`config.mk`:
```
export PLATFORM = sky130hd
export DESIGN_NAME = pio_instr_fetch_flat
export DESIGN_NICKNAME = d
export VERILOG_FILES = /design/src/rtl/pio_pkg.sv /design/src/rtl/pio_instr_fetch_if.sv /design/src/rtl/pio_pc.sv /design/src/rtl/pio_instr_fetch.sv /design/src/flat_wrapper.sv
export SDC_FILE = /design/constraint.sdc
export NUM_CORES = 1
export LEC_CHECK = 0
export CORE_UTILIZATION = 45
export CTS_CLUSTER_SIZE = 14
export DETAILED_ROUTE_END_ITERATION = 8
export SLEW_MARGIN = 40
export SYNTH_ARGS = -nofsm -noshare
export SYNTH_HDL_FRONTEND = slang
export SYNTH_SLANG_ARGS = --single-unit
export TNS_END_PERCENT = 5
```
`constraint.sdc`:
```
create_clock -name clk -period 6.7 [get_ports clk]
set_input_delay 1.34 -clock clk [delete_from_list [all_inputs] [get_ports clk]]
set_output_delay 1.34 -clock clk [all_outputs]
set_load 0.02 [all_outputs]
```
`src/rtl/pio_pkg.sv`:
```
// Shared constants and types for the PIO instruction fetch front end.
package pio_pkg;

    localparam int unsigned PIO_ADDR_W = 4;
    localparam int unsigned PIO_DATA_W = 16;
    localparam int unsigned PIO_DEPTH  = 16;

    typedef logic [PIO_ADDR_W-1:0] pio_addr_t;
    typedef logic [PIO_DATA_W-1:0] pio_instr_t;

endpackage

```
`src/rtl/pio_instr_fetch_if.sv`:
```
// Host-side bundle for pio_instr_fetch: PC control, loader write port and read port.
interface pio_instr_fetch_if
    import pio_pkg::*;
#(
    parameter int unsigned ADDR_W = PIO_ADDR_W,
    parameter int unsigned DATA_W = PIO_DATA_W
) ();

    logic [ADDR_W-1:0] wrap_top;
    logic [ADDR_W-1:0] wrap_bottom;
    logic [ADDR_W-1:0] jump;
    logic              jump_en;
    logic              pc_en;
    logic [ADDR_W-1:0] pc;
    logic [DATA_W-1:0] data_in;
    logic [ADDR_W-1:0] write_addr;
    logic              write_en;
    logic [ADDR_W-1:0] read_addr;
    logic [DATA_W-1:0] data_out;

    modport master (
        output wrap_top, wrap_bottom, jump, jump_en, pc_en,
        output data_in, write_addr, write_en, read_addr,
        input  pc, data_out
    );

    modport slave (
        input  wrap_top, wrap_bottom, jump, jump_en, pc_en,
        input  data_in, write_addr, write_en, read_addr,
        output pc, data_out
    );

endinterface

```
`src/rtl/pio_pc.sv`:
```
// PIO program counter: jump, optional wrap window, modulo increment.
// Wrap support is compiled in only when PIO_WRAP_EN is defined.
module pio_pc
    import pio_pkg::*;
#(
    parameter int unsigned ADDR_W = PIO_ADDR_W
) (
    input  logic              clk,
    input  logic              rst,
    input  logic [ADDR_W-1:0] wrap_top,
    input  logic [ADDR_W-1:0] wrap_bottom,
    input  logic [ADDR_W-1:0] jump,
    input  logic              jump_en,
    input  logic              pc_en,
    output logic [ADDR_W-1:0] pc
);

    logic [ADDR_W-1:0] pc_d, pc_q;
    logic              at_top;

`ifdef PIO_WRAP_EN
    assign at_top = (pc_q == wrap_top);
`else
    // Wrap ports stay on the interface but carry no function in this build.
    logic unused_wrap;
    assign unused_wrap = ^{wrap_top, wrap_bottom};
    assign at_top      = 1'b0;
`endif

    always_comb begin
        pc_d = pc_q;
        if (jump_en) begin
            pc_d = jump;
        end else if (pc_en) begin
            if (at_top) begin
                pc_d = wrap_bottom;
            end else begin
                pc_d = pc_q + ADDR_W'(1);
            end
        end
    end

    always_ff @(posedge clk or negedge rst) begin
        if (!rst) begin
            pc_q <= '0;
        end else begin
            pc_q <= pc_d;
        end
    end

    assign pc = pc_q;

endmodule

```
`src/rtl/pio_instr_fetch.sv`:
```
// PIO instruction store (DEPTH x DATA_W, combinational read) plus program counter.
// Build option PIO_WRAP_EN enables the PC wrap window.
module pio_instr_fetch
    import pio_pkg::*;
#(
    parameter int unsigned ADDR_W = PIO_ADDR_W,
    parameter int unsigned DATA_W = PIO_DATA_W,
    parameter int unsigned DEPTH  = PIO_DEPTH
) (
    input  logic              clk,
    input  logic              rst,
    pio_instr_fetch_if.slave  bus
);

    logic [DATA_W-1:0] mem [DEPTH];

    pio_pc #(
        .ADDR_W (ADDR_W)
    ) u_pc (
        .clk         (clk),
        .rst         (rst),
        .wrap_top    (bus.wrap_top),
        .wrap_bottom (bus.wrap_bottom),
        .jump        (bus.jump),
        .jump_en     (bus.jump_en),
        .pc_en       (bus.pc_en),
        .pc          (bus.pc)
    );

    always_ff @(posedge clk or negedge rst) begin
        if (!rst) begin
            for (int i = 0; i < DEPTH; i++) begin
                mem[i] <= '0;
            end
        end else if (bus.write_en) begin
            mem[bus.write_addr] <= bus.data_in;
        end
    end

    // No bypass: a same-cycle write is seen only after the capturing edge.
    always_comb begin
        bus.data_out = mem[bus.read_addr];
    end

endmodule

```
`src/flat_wrapper.sv`:
```
// flat-port wrapper written by rule: the top's interface ports become plain ports
module pio_instr_fetch_flat import pio_pkg::*;
#(
    parameter int unsigned ADDR_W = PIO_ADDR_W,
    parameter int unsigned DATA_W = PIO_DATA_W,
    parameter int unsigned DEPTH  = PIO_DEPTH
)
  (clk, rst, bus_wrap_top, bus_wrap_bottom, bus_jump, bus_jump_en, bus_pc_en, bus_data_in, bus_write_addr, bus_write_en, bus_read_addr, bus_pc, bus_data_out);
  pio_instr_fetch_if #(.ADDR_W(ADDR_W), .DATA_W(DATA_W)) bus_i ();
  input  logic clk;
  input  logic rst;
  input wire logic [$bits(bus_i.wrap_top)-1:0] bus_wrap_top;
  input wire logic [$bits(bus_i.wrap_bottom)-1:0] bus_wrap_bottom;
  input wire logic [$bits(bus_i.jump)-1:0] bus_jump;
  input wire logic [$bits(bus_i.jump_en)-1:0] bus_jump_en;
  input wire logic [$bits(bus_i.pc_en)-1:0] bus_pc_en;
  input wire logic [$bits(bus_i.data_in)-1:0] bus_data_in;
  input wire logic [$bits(bus_i.write_addr)-1:0] bus_write_addr;
  input wire logic [$bits(bus_i.write_en)-1:0] bus_write_en;
  input wire logic [$bits(bus_i.read_addr)-1:0] bus_read_addr;
  output wire logic [$bits(bus_i.pc)-1:0] bus_pc;
  output wire logic [$bits(bus_i.data_out)-1:0] bus_data_out;
  assign bus_i.wrap_top = bus_wrap_top;
  assign bus_i.wrap_bottom = bus_wrap_bottom;
  assign bus_i.jump = bus_jump;
  assign bus_i.jump_en = bus_jump_en;
  assign bus_i.pc_en = bus_pc_en;
  assign bus_i.data_in = bus_data_in;
  assign bus_i.write_addr = bus_write_addr;
  assign bus_i.write_en = bus_write_en;
  assign bus_i.read_addr = bus_read_addr;
  assign bus_pc = bus_i.pc;
  assign bus_data_out = bus_i.data_out;
  pio_instr_fetch #(.ADDR_W(ADDR_W), .DATA_W(DATA_W), .DEPTH(DEPTH)) u_core (.clk(clk), .rst(rst), .bus(bus_i));
endmodule
```
Word-level counts from Yosys, hierarchy flattened --
Index checks and enable logic that the tools add are counted.
Operators by class: multipliers 0, shift operators 0, order comparisons 3, reductions and logical operators 2, equal/unequal tests 0, divide/modulo/power cells 0, add/sub/neg operators 1, multiplexer cells 8, bitwise gates (word level) 2
Operator list (number):
- 256-bit bitwise mux | 1
- 16-bit binary-select mux with 4-bit select | 1
- 16-bit demux with 4-bit select | 1
- 16-bit two-way mux | 3
- 5-bit >= comparator, second input constant | 2
- 4-bit NOT with 5-bit output | 2
- 4-bit two-way mux | 2
- 5-bit by 1-bit less-than comparator with 1-bit output, second input constant | 1
- 4-bit by 1-bit adder with 4-bit output, second input constant | 1
- 2-bit nonzero test | 1
- 1-bit logical AND | 1
Storage, ports and cells: input bits 41, memories 0, bits in latches 0, RAM bits 0, bits in read-only memories 0, bits in registers 260

Logic depth before layout (Yosys ltp) --
Gate-level depths: netlist of the first run.
depth after elaboration 6, gate-level depth with buffers 6

Cells and area by module --
A second synthesis of the first run with hierarchy kept.
Second synthesis, totals: cells, all modules 730, area total of the unflattened synthesis 11810.1 um^2
By module, submodules not included:
- pio_instr_fetch | seq. area each 6406.1 um^2, times used 1, cells an instance 712, area each 11607.4 um^2
- pio_pc | seq. area each 100.1 um^2, times used 1, cells an instance 18, area each 202.7 um^2

Least setup slack after synthesis of the first run --
Ideal clock, no wire load.
path type input port to output port, start input bus_read_addr[0], end output bus_data_out[10], arrival 2714 ps, setup slack 2646 ps, stages on the path 5, cells stage by stage buf_2 buf_2 mux4_2 a22oi_1 nand2_1
Between the ends: cells in the longest elaborated chain, start to end 4
RTL lines:
- from (decl) | line flat_wrapper.sv:20 | input wire logic [$bits(bus_i.read_addr)-1:0] bus_read_addr;
- 4-bit NOT with 5-bit output (implied by the code) | line pio_instr_fetch.sv:42 | bus.data_out = mem[bus.read_addr];
- 16-bit binary-select mux with 4-bit select | line pio_instr_fetch.sv:42
- 16-bit two-way mux (implied by the code) (2 in series) | line pio_instr_fetch.sv:42
- to (decl) | line flat_wrapper.sv:22 | output wire logic [$bits(bus_i.data_out)-1:0] bus_data_out;
No other way between the ends. The select of a mux whose other input is x is not followed.

Worst setup path after layout of the first run --
start input bus_read_addr[1], end output bus_data_out[1]
Same word-level chain as after synthesis.

==> insert_results.sql, run 1 <==
INSERT INTO impl_metrics (metric_group, metric, value, unit) VALUES
('floorplan', 'num_rows', '58', ''),
('worst_setup_path', 'cp_max_fo', '26', ''),
('detailed_routing', 'wl', '28800', 'µm'),
('clock_tree', 'insertion_delay', '0.54', 'ns'),
('floorplan', 'start_util', '46.4', '%'),
('synthesis', 'post_synthesis_cell_count', '730', ''),
('grt', 'grt_pass1_wl', '44800', 'µm'),
('pwr', 'fin_total_pwr', '4.53', 'mW'),
('sta', 'period_share', '76.0', '%'),
('sta', 'holdWs', '0.502', 'ns'),
('detailed_routing', 'via_count', '6626', ''),
('grt', 'remaining_global_route_overflow', '0', ''),
('floorplan', 'die_h', '164', 'µm'),
('synthesis', 'syn-num-nets', '772', ''),
('outcome', 'outcome', 'complete, no violations', ''),
('grt', 'grt_max_degree', '73', ''),
('synthesis', 'synth.cells.most_frequent', 'dfrtp_1 (260), mux2_2 (237), mux4_2 (64), a22oi_1 (32), clkbuf_1 (27)', ''),
('sta', 'setup_viol_count_final', '0', ''),
('synthesis', 'synthMostInstantiatedCell', 'dfrtp_1', ''),
('synthesis', 'yosys-top-cells-area', 'dfrtp_1 (55%), mux2_2 (23%), mux4_2 (12%)', ''),
('detailed_routing', 'routed_wire_length_per_instance', '25.5', 'µm'),
('final_layout', 'drive_above_1_share', '51.1', '%'),
('grt', 'initial_antenna_violation_count', '0', ''),
('grt', 'total_routing_usage_reported_by_global_routing', '22.6', '%'),
('synthesis', 'yosys.area.top_type_share', '55.0', '%'),
('final_layout', 'syn_to_final_growth', '15.5', '%'),
('floorplan', 'floorplan.die_area', '0.0269', 'mm²'),
('clock_tree', 'postCtsSetupRepairBufs', '0', ''),
('clock_tree', 'cts_made_buffers', '27', ''),
('floorplan', 'placeableCoreArea', '0.0255', 'mm²'),
('flow_run', 'cap_violations', '0', ''),
('placement', 'place_congestion', '0.771', ''),
('worst_setup_path', 'worstPathArrival', '3.75', 'ns'),
('pwr', 'max-vdd-ir-drop', '193', 'µV'),
('sta', 'finalMaxSlewViolations', '0', ''),
('sta', 'worst_slew_margin_rel', '45.2', '%'),
('clock_tree', 'clock_tree_from_tritoncts', 'built', ''),
('final_layout', 'final_cell_area', '0.0137', 'mm²'),
('placement', 'placement.setup.worst_slack', '1.60', 'ns'),
('placement', 'dp.final_hpwl', '17900', 'µm'),
('synthesis', 'synth-warning-count', '0', ''),
('grt', 'number_of_global_route_vias_before_repair', '7339', ''),
('detailed_routing', 'vias_per_cell', '5.87', ''),
('sta', 'clk_skew', '0.0131', 'ns'),
('synthesis', 'postSynth.asyncResetShare', '100', '%'),
('pwr', 'pwr_density_cell', '332', 'mW/mm²'),
('detailed_routing', 'firstDrtPassIters', '4', ''),
('final_layout', 'antenna-diode-count', '0', ''),
('clock_tree', 'holdBufCountCts', '0', ''),
('synthesis', 'netlist.top_cell.by_area', 'dfrtp_1', ''),
('worst_setup_path', 'worst_setup_path_start_kind', 'input port', ''),
('synthesis', 'synthFlopType', 'dfrtp_1', ''),
('worst_setup_path', 'cp_data_required_time', '5.36', 'ns'),
('clock_tree', 'post_cts.resized_instances', '0', ''),
('sta', 'clock.fmax', '196', 'MHz'),
('synthesis', 'synthesis.area', '0.0118', 'mm²'),
('synthesis', 'synth_edf_count', '0', ''),
('sta', 'postLayoutSetupSlackWorst', '1.61', 'ns'),
('clock_tree', 'htreeDepth', '1', ''),
('synthesis', 'synth-seq-cells', '260', ''),
('sta', 'min_period', '5.09', 'ns'),
('detailed_routing', 'drt.antenna.violating_nets', '0', ''),
('final_layout', 'final.fill_count', '1998', ''),
('sta', 'hold_vio_cnt_final', '0', ''),
('final_layout', 'final_nets', '819', ''),
('clock_tree', 'cts.clk_slew.worst_paths', '0.06', 'ns'),
('synthesis', 'synth.avg_cell_area', '16.2', 'µm²'),
('synthesis', 'yosysSeqAreaShare', '55.0', '%'),
('clock_tree', 'cts_max_path_buffers', '3', ''),
('placement', 'placement.cell_area', '0.0127', 'mm²'),
('clock_tree', 'clock_sink_count', '260', '');
-- critical path: stages --
cell and delay (ns):
buf_2 0.56, buf_4 0.50, mux4_2 0.37, a22oi_1 0.24
nand2_1 0.15, clkdlybuf4s50_1 0.57
-- state kept, by name (all words and copies together), names as in the netlist --
| name | flops |
|---|---|
| u_core.mem | 256 |
| u_core.u_pc.pc | 4 |
-- area by class of cell --
type                            instances  area (µm²)  share of cell area, %
Clock inverter                         10         156                   1.15
Tap cell                              330         413                   3.02
Clock buffer                           40         764                   5.60
Sequential cell                       260        6510                   47.7
Multi-Input combinational cell        411        5060                   37.1
Timing Repair Buffer                   77         749                   5.49
-- cell usage in the layout, fill, tap and decap left out, drive strengths merged --
cell type / netlist / layout
o21ai: 3 / 3
clkbuf: 27 / 40
and2: 1 / 1
xnor2: 2 / 2
clkdlybuf4s50: 0 / 49
nand3: 2 / 2
nor4: 1 / 1
nand2b: 3 / 3
mux4: 64 / 64
a22oi: 32 / 32
or4: 1 / 1
bufinv: 0 / 4
clkinv: 0 / 4
nor2b: 2 / 2
mux2: 257 / 257
nand2: 22 / 22
buf: 32 / 28
nor2: 7 / 7
or3: 2 / 2
nor3: 6 / 6
dfrtp: 260 / 260
ha: 1 / 1
clkinvlp: 0 / 1
xor2: 1 / 1
mux2i: 1 / 1
inv: 0 / 1
nand4: 1 / 1
nand3b: 2 / 2
-- stage by stage --
stage | cells | utilization, %
2_1_floorplan | 730 | -
6_report | 1128 | 53.6
3_3_place_gp | 1077 | 49.8
4_1_cts | 1128 | 53.6
5_1_grt | 1128 | 53.6
3_5_place_dp | 1078 | 50.0
-- routing by layer --
layer | track usage (%) | wire length (µm) | vias up
li1 | - | - | 2817
met1 | 32.0 | 12900 | 3606
met2 | 36.7 | 14100 | 155
met3 | 3.59 | 1190 | 48
met4 | 5.39 | 636 | 0
met5 | 0 | 0 | -
-- power breakdown --
part | leakage (nW) | internal [mW] | switching, mW
Clock | 0.449 | 0.942 | 0.613
Combinational | 2.17 | 0.534 | 0.320
Sequential | 3.19 | 1.93 | 0.186
Total | 5.81 | 3.41 | 1.12
-- cell families (layout without fill, tap and decap cells) --
family,count (synthesis),in the layout,synth area share [%]
compound gates,35,35,2.16
xor+xnor,3,3,0.222
fa+ha+maj,1,1,0.106
buf+inv,59,127,2.53
flops,260,260,55.0
mux,322,322,37.4
simple gates,50,50,2.54
-- final timing paths --
check / slack (ns) / depth (start not counted) / start / endpoint
worst max-delay path: 1.61 / 6 / bus_read_addr[1] / bus_data_out[1]
worst min-delay path: 0.50 / 1 / u_core.mem[160] / u_core.mem[160]
worst max register to register: 5.63 / 4 / u_core.u_pc.pc[0] / u_core.u_pc.pc[2]
worst min register to register: 0.50 / 1 / u_core.mem[160] / u_core.mem[160]
max in group asynchronous: 4.98 / 2 / rst / u_core.mem[200]
min in group asynchronous: 0.72 / 1 / rst / u_core.mem[185]
Note: power is estimated with default switching activity, not from simulation.
==> run 2: changes to the inputs <==
--- a/config.mk
+++ b/config.mk
@@ -8,6 +8,7 @@
 export CORE_UTILIZATION = 45
 export CTS_CLUSTER_SIZE = 14
 export DETAILED_ROUTE_END_ITERATION = 8
+export PLACE_DENSITY = 0.65
 export SLEW_MARGIN = 40
 export SYNTH_ARGS = -nofsm -noshare
 export SYNTH_HDL_FRONTEND = slang
==> constraint.sdc (replaced) <==
create_clock -name clk -period 4.3 [get_ports clk]
set_input_delay 0.86 -clock clk [delete_from_list [all_inputs] [get_ports clk]]
set_output_delay 0.86 -clock clk [all_outputs]
set_load 0.02 [all_outputs]
==> insert_results.sql, run 2 (synthesis results as in run 1) <==
INSERT INTO impl_metrics (metric_group, metric, value, unit) VALUES
('clock_tree', 'post_cts.resized_instances', '0', ''),
('final_layout', 'largest_register_ffs', '256', ''),
('clock_tree', 'clock_tree_from_tritoncts', 'built', ''),
('placement', 'placed_cells_incl_taps', '1082', ''),
('final_layout', 'drive_above_1_share', '51.6', '%'),
('pwr', 'max-vdd-ir-drop', '397', 'µV'),
('floorplan', 'start_util', '46.4', '%'),
('detailed_routing', 'vias_per_cell', '5.92', ''),
('detailed_routing', 'drt_iter0_drc', '340', ''),
('grt', 'number_of_global_route_vias_before_repair', '7548', ''),
('detailed_routing', 'via_count', '6697', ''),
('worst_setup_path', 'worst_setup_end_kind', 'primary output', ''),
('worst_setup_path', 'cp_data_required_time', '3.44', 'ns'),
('final_layout', 'post_layout_util', '54.0', '%'),
('sta', 'period_share', '89.8', '%'),
('placement', 'portBuffers', '52', ''),
('sta', 'rsz0062_at_grt', 'false', ''),
('sta', 'finalMaxSlewViolations', '0', ''),
('worst_setup_path', 'cp_max_fo', '30', ''),
('sta', 'fin_tns_setup', '0', 'ns'),
('floorplan', 'chipWidth', '164', 'µm'),
('final_layout', 'final_nets', '823', ''),
('placement', 'place_congestion', '0.750', ''),
('detailed_routing', 'wl', '28700', 'µm'),
('floorplan', 'die_h', '164', 'µm'),
('placement', 'dp.final_hpwl', '17000', 'µm'),
('sta', 'clock.fmax', '259', 'MHz'),
('final_layout', 'most_frequent_standard_cell_in_the_layout_excluding_fill_and_tap_cells', 'dfrtp_1', ''),
('final_layout', 'finalNonFillerCells', '1132', ''),
('worst_setup_path', 'crit_path_max_incr_delay', '0.55', 'ns'),
('clock_tree', 'clock_sink_count', '260', ''),
('worst_setup_path', 'cp_cell_sequence', 'buf_4 > buf_12 > mux4_2 > a22oi_1 > nand2_1 > clkdlybuf4s50_1', ''),
('hold_path', 'timing.hold.worst.class', 'input port to async pin', ''),
('detailed_routing', 'drt.antenna.violating_nets', '0', ''),
('placement', 'placement.setup.worst_slack', '0.420', 'ns'),
('grt', 'total_routing_usage_reported_by_global_routing', '22.7', '%'),
('grt', 'grt_max_degree', '93', ''),
('worst_setup_path', 'critical_path_class', 'input port to primary output', ''),
('clock_tree', 'holdBufCountCts', '0', ''),
('grt', 'grt_pass1_wl', '45000', 'µm'),
('worst_setup_path', 'critical_path.slowest_cell', 'clkdlybuf4s50_1', ''),
('worst_setup_path', 'cp_num_buf_inv', '3', ''),
('grt', 'initial_antenna_violation_count', '2', ''),
('final_layout', 'mostFrequentLayoutCells', 'dfrtp_1 (260), mux2_2 (237), mux4_2 (64)', ''),
('clock_tree', 'cts.clk_slew.worst_paths', '0.06', 'ns'),
('placement', 'placement.cell_area', '0.0128', 'mm²'),
('worst_setup_path', 'worst_setup_path_start_kind', 'input port', ''),
('sta', 'clk_skew', '0.000902', 'ns'),
('floorplan', 'floorplan.io_pins', '61', ''),
('final_layout', 'largest-register', 'u_core.mem', ''),
('final_layout', 'final_cell_area', '0.0137', 'mm²'),
('detailed_routing', 'firstDrtPassIters', '4', ''),
('pwr', 'power.leakage', '5.86', 'nW'),
('detailed_routing', 'routed_wire_length_per_instance', '25.4', 'µm'),
('sta', 'tightest_slew', '0.710', 'ns'),
('clock_tree', 'htreeDepth', '1', ''),
('worst_setup_path', 'worstPathArrival', '3.00', 'ns'),
('clock_tree', 'cts_max_path_buffers', '3', ''),
('clock_tree', 'postCtsSetupRepairBufs', '0', ''),
('worst_setup_path', 'cp_top_family', 'buffers and inverters', ''),
('clock_tree', 'insertion_delay', '0.52', 'ns'),
('sta', 'postLayoutSetupSlackWorst', '0.438', 'ns'),
('sta', 'setup_viol_count_final', '0', ''),
('floorplan', 'placeableCoreArea', '0.0255', 'mm²'),
('grt', 'remaining_global_route_overflow', '0', ''),
('pwr', 'pwr_density_cell', '520', 'mW/mm²'),
('final_layout', 'syn_to_final_growth', '16.3', '%'),
('sta', 'hold_vio_cnt_final', '0', ''),
('flow_run', 'cap_violations', '0', ''),
('clock_tree', 'clock_tree.root_cell', 'clkbuf_16', ''),
('outcome', 'outcome', 'complete, no violations', ''),
('floorplan', 'num_rows', '58', ''),
('detailed_routing', 'route.detailed.drc', '0', ''),
('clock_tree', 'cts_made_buffers', '27', ''),
('floorplan', 'floorplan.die_area', '0.0269', 'mm²'),
('sta', 'min_period', '3.86', 'ns'),
('sta', 'worst_slew_margin_rel', '52.6', '%');
-- run 2: changes by cell type in the layout (fill, tap and decap cells not counted), sizes merged --
cell	before	now
diode	0	1
bufinv	4	5
clkinvlp	1	0
buf	28	32
inv	1	0
-- run 2: power by group --
part	leakage, nW	internal, mW	switching (mW)
Sequential	3.19	3.01	0.290
Clock	0.476	1.57	0.936
Combinational	2.19	0.834	0.498
-- run 2: layout make-up --
class,count,area (µm²)
clock inverter,9,170
sequential,260,6510
antenna,1,2.50
multi-input combinational,411,5060
clock buffer,40,795
fill,2024,11700
timing repair buffer,81,798
tap,330,413
-- run 2: metal layers --
layer,GRT usage (%),vias to the layer above,wire length [µm]
met1,30.9,3645,12600
met5,0,-,13
met3,3.54,56,1350
li1,-,2829,-
met4,6.61,2,693
met2,37.5,165,14000
-- run 2: final timing paths --
check	from	end	slack, ns	cells after the start
max	bus_read_addr[0]	bus_data_out[9]	0.44	6
min	rst	u_core.mem[216]	0.34	1
max reg2reg	u_core.u_pc.pc[0]	u_core.u_pc.pc[2]	3.20	4
min reg2reg	u_core.mem[140]	u_core.mem[140]	0.50	1
max in group asynchronous	rst	u_core.mem[16]	2.82	2
min in group clk	u_core.mem[140]	u_core.mem[140]	0.50	1
-- run 2: per-stage QoR --
step	total power, mW	hold slack, ns
2_1_floorplan	4.22	0.474
3_3_place_gp	4.56	0.482
3_5_place_dp	4.69	0.490
4_1_cts	7.22	0.369
5_1_grt	7.48	0.388
6_report	7.14	0.337
==> run 3: changes to the inputs <==
--- a/config.mk
+++ b/config.mk
@@ -6,7 +6,6 @@
 export NUM_CORES = 1
 export LEC_CHECK = 0
 export CORE_UTILIZATION = 45
-export CTS_CLUSTER_SIZE = 14
 export DETAILED_ROUTE_END_ITERATION = 8
 export PLACE_DENSITY = 0.65
 export SLEW_MARGIN = 40
==> insert_results.sql, run 3 (synthesis results as in run 1) <==
INSERT INTO impl_metrics (metric_group, metric, value, unit) VALUES
('outcome', 'outcome', 'complete, no violations', ''),
('worst_setup_path', 'critical_path_class', 'input port to primary output', ''),
('floorplan', 'start_util', '46.4', '%'),
('sta', 'rsz0062_at_grt', 'false', ''),
('worst_setup_path', 'reg2reg_slack', '3.20', 'ns'),
('pwr', 'power_frac_clock', '35.1', '%'),
('pwr', 'power.leakage', '5.86', 'nW'),
('worst_setup_path', 'worst_setup_end_kind', 'primary output', ''),
('sta', 'setup_viol_count_final', '0', ''),
('pwr', 'power_switching', '1.72', 'mW'),
('detailed_routing', 'via_count', '6644', ''),
('clock_tree', 'cts_made_buffers', '27', ''),
('clock_tree', 'holdBufCountCts', '0', ''),
('final_layout', 'syn_to_final_growth', '16.3', '%'),
('placement', 'dp.final_hpwl', '17000', 'µm'),
('worst_setup_path', 'crit_path_max_incr_delay', '0.55', 'ns'),
('pwr', 'pwr_density_cell', '519', 'mW/mm²'),
('worst_setup_path', 'worstPathArrival', '3.00', 'ns'),
('worst_setup_path', 'cp_num_buf_inv', '3', ''),
('final_layout', 'most_frequent_standard_cell_in_the_layout_excluding_fill_and_tap_cells', 'dfrtp_1', ''),
('clock_tree', 'cts_max_path_buffers', '3', ''),
('placement', 'portBuffers', '52', ''),
('detailed_routing', 'route.detailed.drc', '0', ''),
('floorplan', 'chipWidth', '164', 'µm'),
('final_layout', 'mostFrequentLayoutCells', 'dfrtp_1 (260), mux2_2 (237), mux4_2 (64)', ''),
('grt', 'grt_pass1_wl', '45000', 'µm'),
('grt', 'grt_met1_usage', '30.9', '%'),
('detailed_routing', 'firstDrtPassIters', '4', ''),
('grt', 'use_met3', '3.54', '%'),
('hold_path', 'timing.hold.worst.class', 'input port to async pin', ''),
('floorplan', 'die_h', '164', 'µm'),
('clock_tree', 'insertion_delay', '0.52', 'ns'),
('worst_setup_path', 'worstReg2RegEnd', 'u_core.u_pc.pc[2]', ''),
('grt', 'grt_max_degree', '93', ''),
('final_layout', 'largest-register', 'u_core.mem', ''),
('clock_tree', 'clock_sink_count', '260', ''),
('sta', 'clk_skew', '0.000803', 'ns'),
('final_layout', 'drive_above_1_share', '51.6', '%'),
('sta', 'finalMaxSlewViolations', '0', ''),
('clock_tree', 'clock_tree.root_cell', 'clkbuf_16', ''),
('worst_setup_path', 'worst_r2r_startpoint', 'u_core.u_pc.pc[0]', ''),
('detailed_routing', 'drt.antenna.violating_nets', '0', ''),
('sta', 'tightest_slew', '0.707', 'ns'),
('sta', 'hold_vio_cnt_final', '0', ''),
('detailed_routing', 'wl', '28700', 'µm'),
('final_layout', 'final_nets', '823', ''),
('detailed_routing', 'drt_iter0_drc', '355', ''),
('final_layout', 'largest_register_ffs', '256', ''),
('pwr', 'internal_power', '5.42', 'mW'),
('grt', 'grt_busiest_layer', 'met2', ''),
('placement', 'place_congestion', '0.750', ''),
('worst_setup_path', 'critical_path.slowest_cell', 'clkdlybuf4s50_1', ''),
('pwr', 'p_sw_share', '24.1', '%'),
('floorplan', 'floorplan.die_area', '0.0269', 'mm²'),
('sta', 'worst_slew_margin_rel', '52.8', '%'),
('pwr', 'p_seq_share', '46.2', '%'),
('clock_tree', 'post_cts.resized_instances', '0', ''),
('pwr', 'share_comb_of_total_power', '18.7', '%'),
('worst_setup_path', 'cp_cell_sequence', 'buf_4 > buf_12 > mux4_2 > a22oi_1 > nand2_1 > clkdlybuf4s50_1', ''),
('placement', 'placement.cell_area', '0.0128', 'mm²'),
('floorplan', 'placeableCoreArea', '0.0255', 'mm²'),
('grt', 'total_routing_usage_reported_by_global_routing', '22.7', '%'),
('worst_setup_path', 'reg2regPathDepth', '4', ''),
('floorplan', 'num_rows', '58', ''),
('floorplan', 'floorplan.io_pins', '61', ''),
('worst_setup_path', 'cp_top_family', 'buffers and inverters', ''),
('grt', 'number_of_global_route_vias_before_repair', '7548', ''),
('flow_run', 'cap_violations', '0', ''),
('clock_tree', 'cts.clk_slew.worst_paths', '0.06', 'ns'),
('detailed_routing', 'vias_per_cell', '5.87', ''),
('pwr', 'fin_total_pwr', '7.14', 'mW'),
('sta', 'period_share', '89.7', '%'),
('clock_tree', 'htreeDepth', '1', ''),
('worst_setup_path', 'worst_setup_path_start_kind', 'input port', ''),
('worst_setup_path', 'cp_max_fo', '30', ''),
('grt', 'grtUsageMet2', '37.5', '%'),
('pwr', 'max-vdd-ir-drop', '398', 'µV'),
('final_layout', 'final_cell_area', '0.0137', 'mm²'),
('grt', 'remaining_global_route_overflow', '0', ''),
('sta', 'fin_tns_setup', '0', 'ns'),
('sta', 'min_period', '3.86', 'ns'),
('worst_setup_path', 'cp_data_required_time', '3.44', 'ns'),
('clock_tree', 'clock_tree_from_tritoncts', 'built', ''),
('clock_tree', 'postCtsSetupRepairBufs', '0', ''),
('sta', 'clock.fmax', '259', 'MHz'),
('grt', 'initial_antenna_violation_count', '2', ''),
('detailed_routing', 'routed_wire_length_per_instance', '25.4', 'µm');
[run 3: cell counts in the layout (fill, tap and decap cells not counted)]
Identical to the previous run, type by type.
[run 3: metal layers]
layer | vias up | part of all wire [%] | wire, µm
met1 | 3593 | 43 | 12300
met5 | - | 0.045 | 13
met3 | 51 | 5.4 | 1560
met4 | 2 | 2.3 | 657
li1 | 2831 | - | -
met2 | 167 | 50 | 14200
[run 3: through the flow]
step	util [%]	worst slack [ns]	std cells	hold WS [ns]
2_1_floorplan	-	1.21	730	0.474
3_3_place_gp	50.2	0.445	1082	0.482
3_5_place_dp	50.2	0.420	1082	0.490
4_1_cts	54.0	0.420	1131	0.369
5_1_grt	54.0	0.336	1132	0.388
6_report	54.0	0.441	1132	0.343
[run 3: cell type report]
type | instances | area (µm²)
fillers | 2024 | 11700
flip-flops and latches | 260 | 6510
multi-input cells | 411 | 5060
repair buffers | 81 | 798
clock buffers | 40 | 795
well taps | 330 | 413
clock inverters | 9 | 170
diodes | 1 | 2.50
[run 3: worst max path at each step]
stage,cells past startpoint,startpoint,endpoint,slack (ns)
after floorplan,5,bus_read_addr[0],bus_data_out[10],1.21
after global placement,6,bus_read_addr[0],bus_data_out[5],0.45
after detailed placement,6,bus_read_addr[0],bus_data_out[11],0.42
after CTS,6,bus_read_addr[0],bus_data_out[11],0.42
after global routing,6,bus_read_addr[0],bus_data_out[9],0.34
final,6,bus_read_addr[0],bus_data_out[9],0.44
[run 3: power by group through the flow]
| stage | combinational (mW) | clock (mW) | sequential (mW) |
|---|---|---|---|
| floorplan | 0.984 | 0 | 3.23 |
| global placement | 1.29 | 0 | 3.27 |
| detailed placement | 1.35 | 0 | 3.34 |
| CTS | 1.35 | 2.57 | 3.30 |
| global route | 1.44 | 2.67 | 3.37 |
| finish | 1.33 | 2.51 | 3.30 |
[run 3: worst reg2reg max path, delay by kind of cell, from the launching register on]
family | cells | cell delay, ns
DFF | 1 | 0.41
adders and majority gates | 1 | 0.22
AOI/OAI and AO/OA | 1 | 0.10
xor gates and xnor gates | 1 | 0.16
and+or+nand+nor | 1 | 0.07
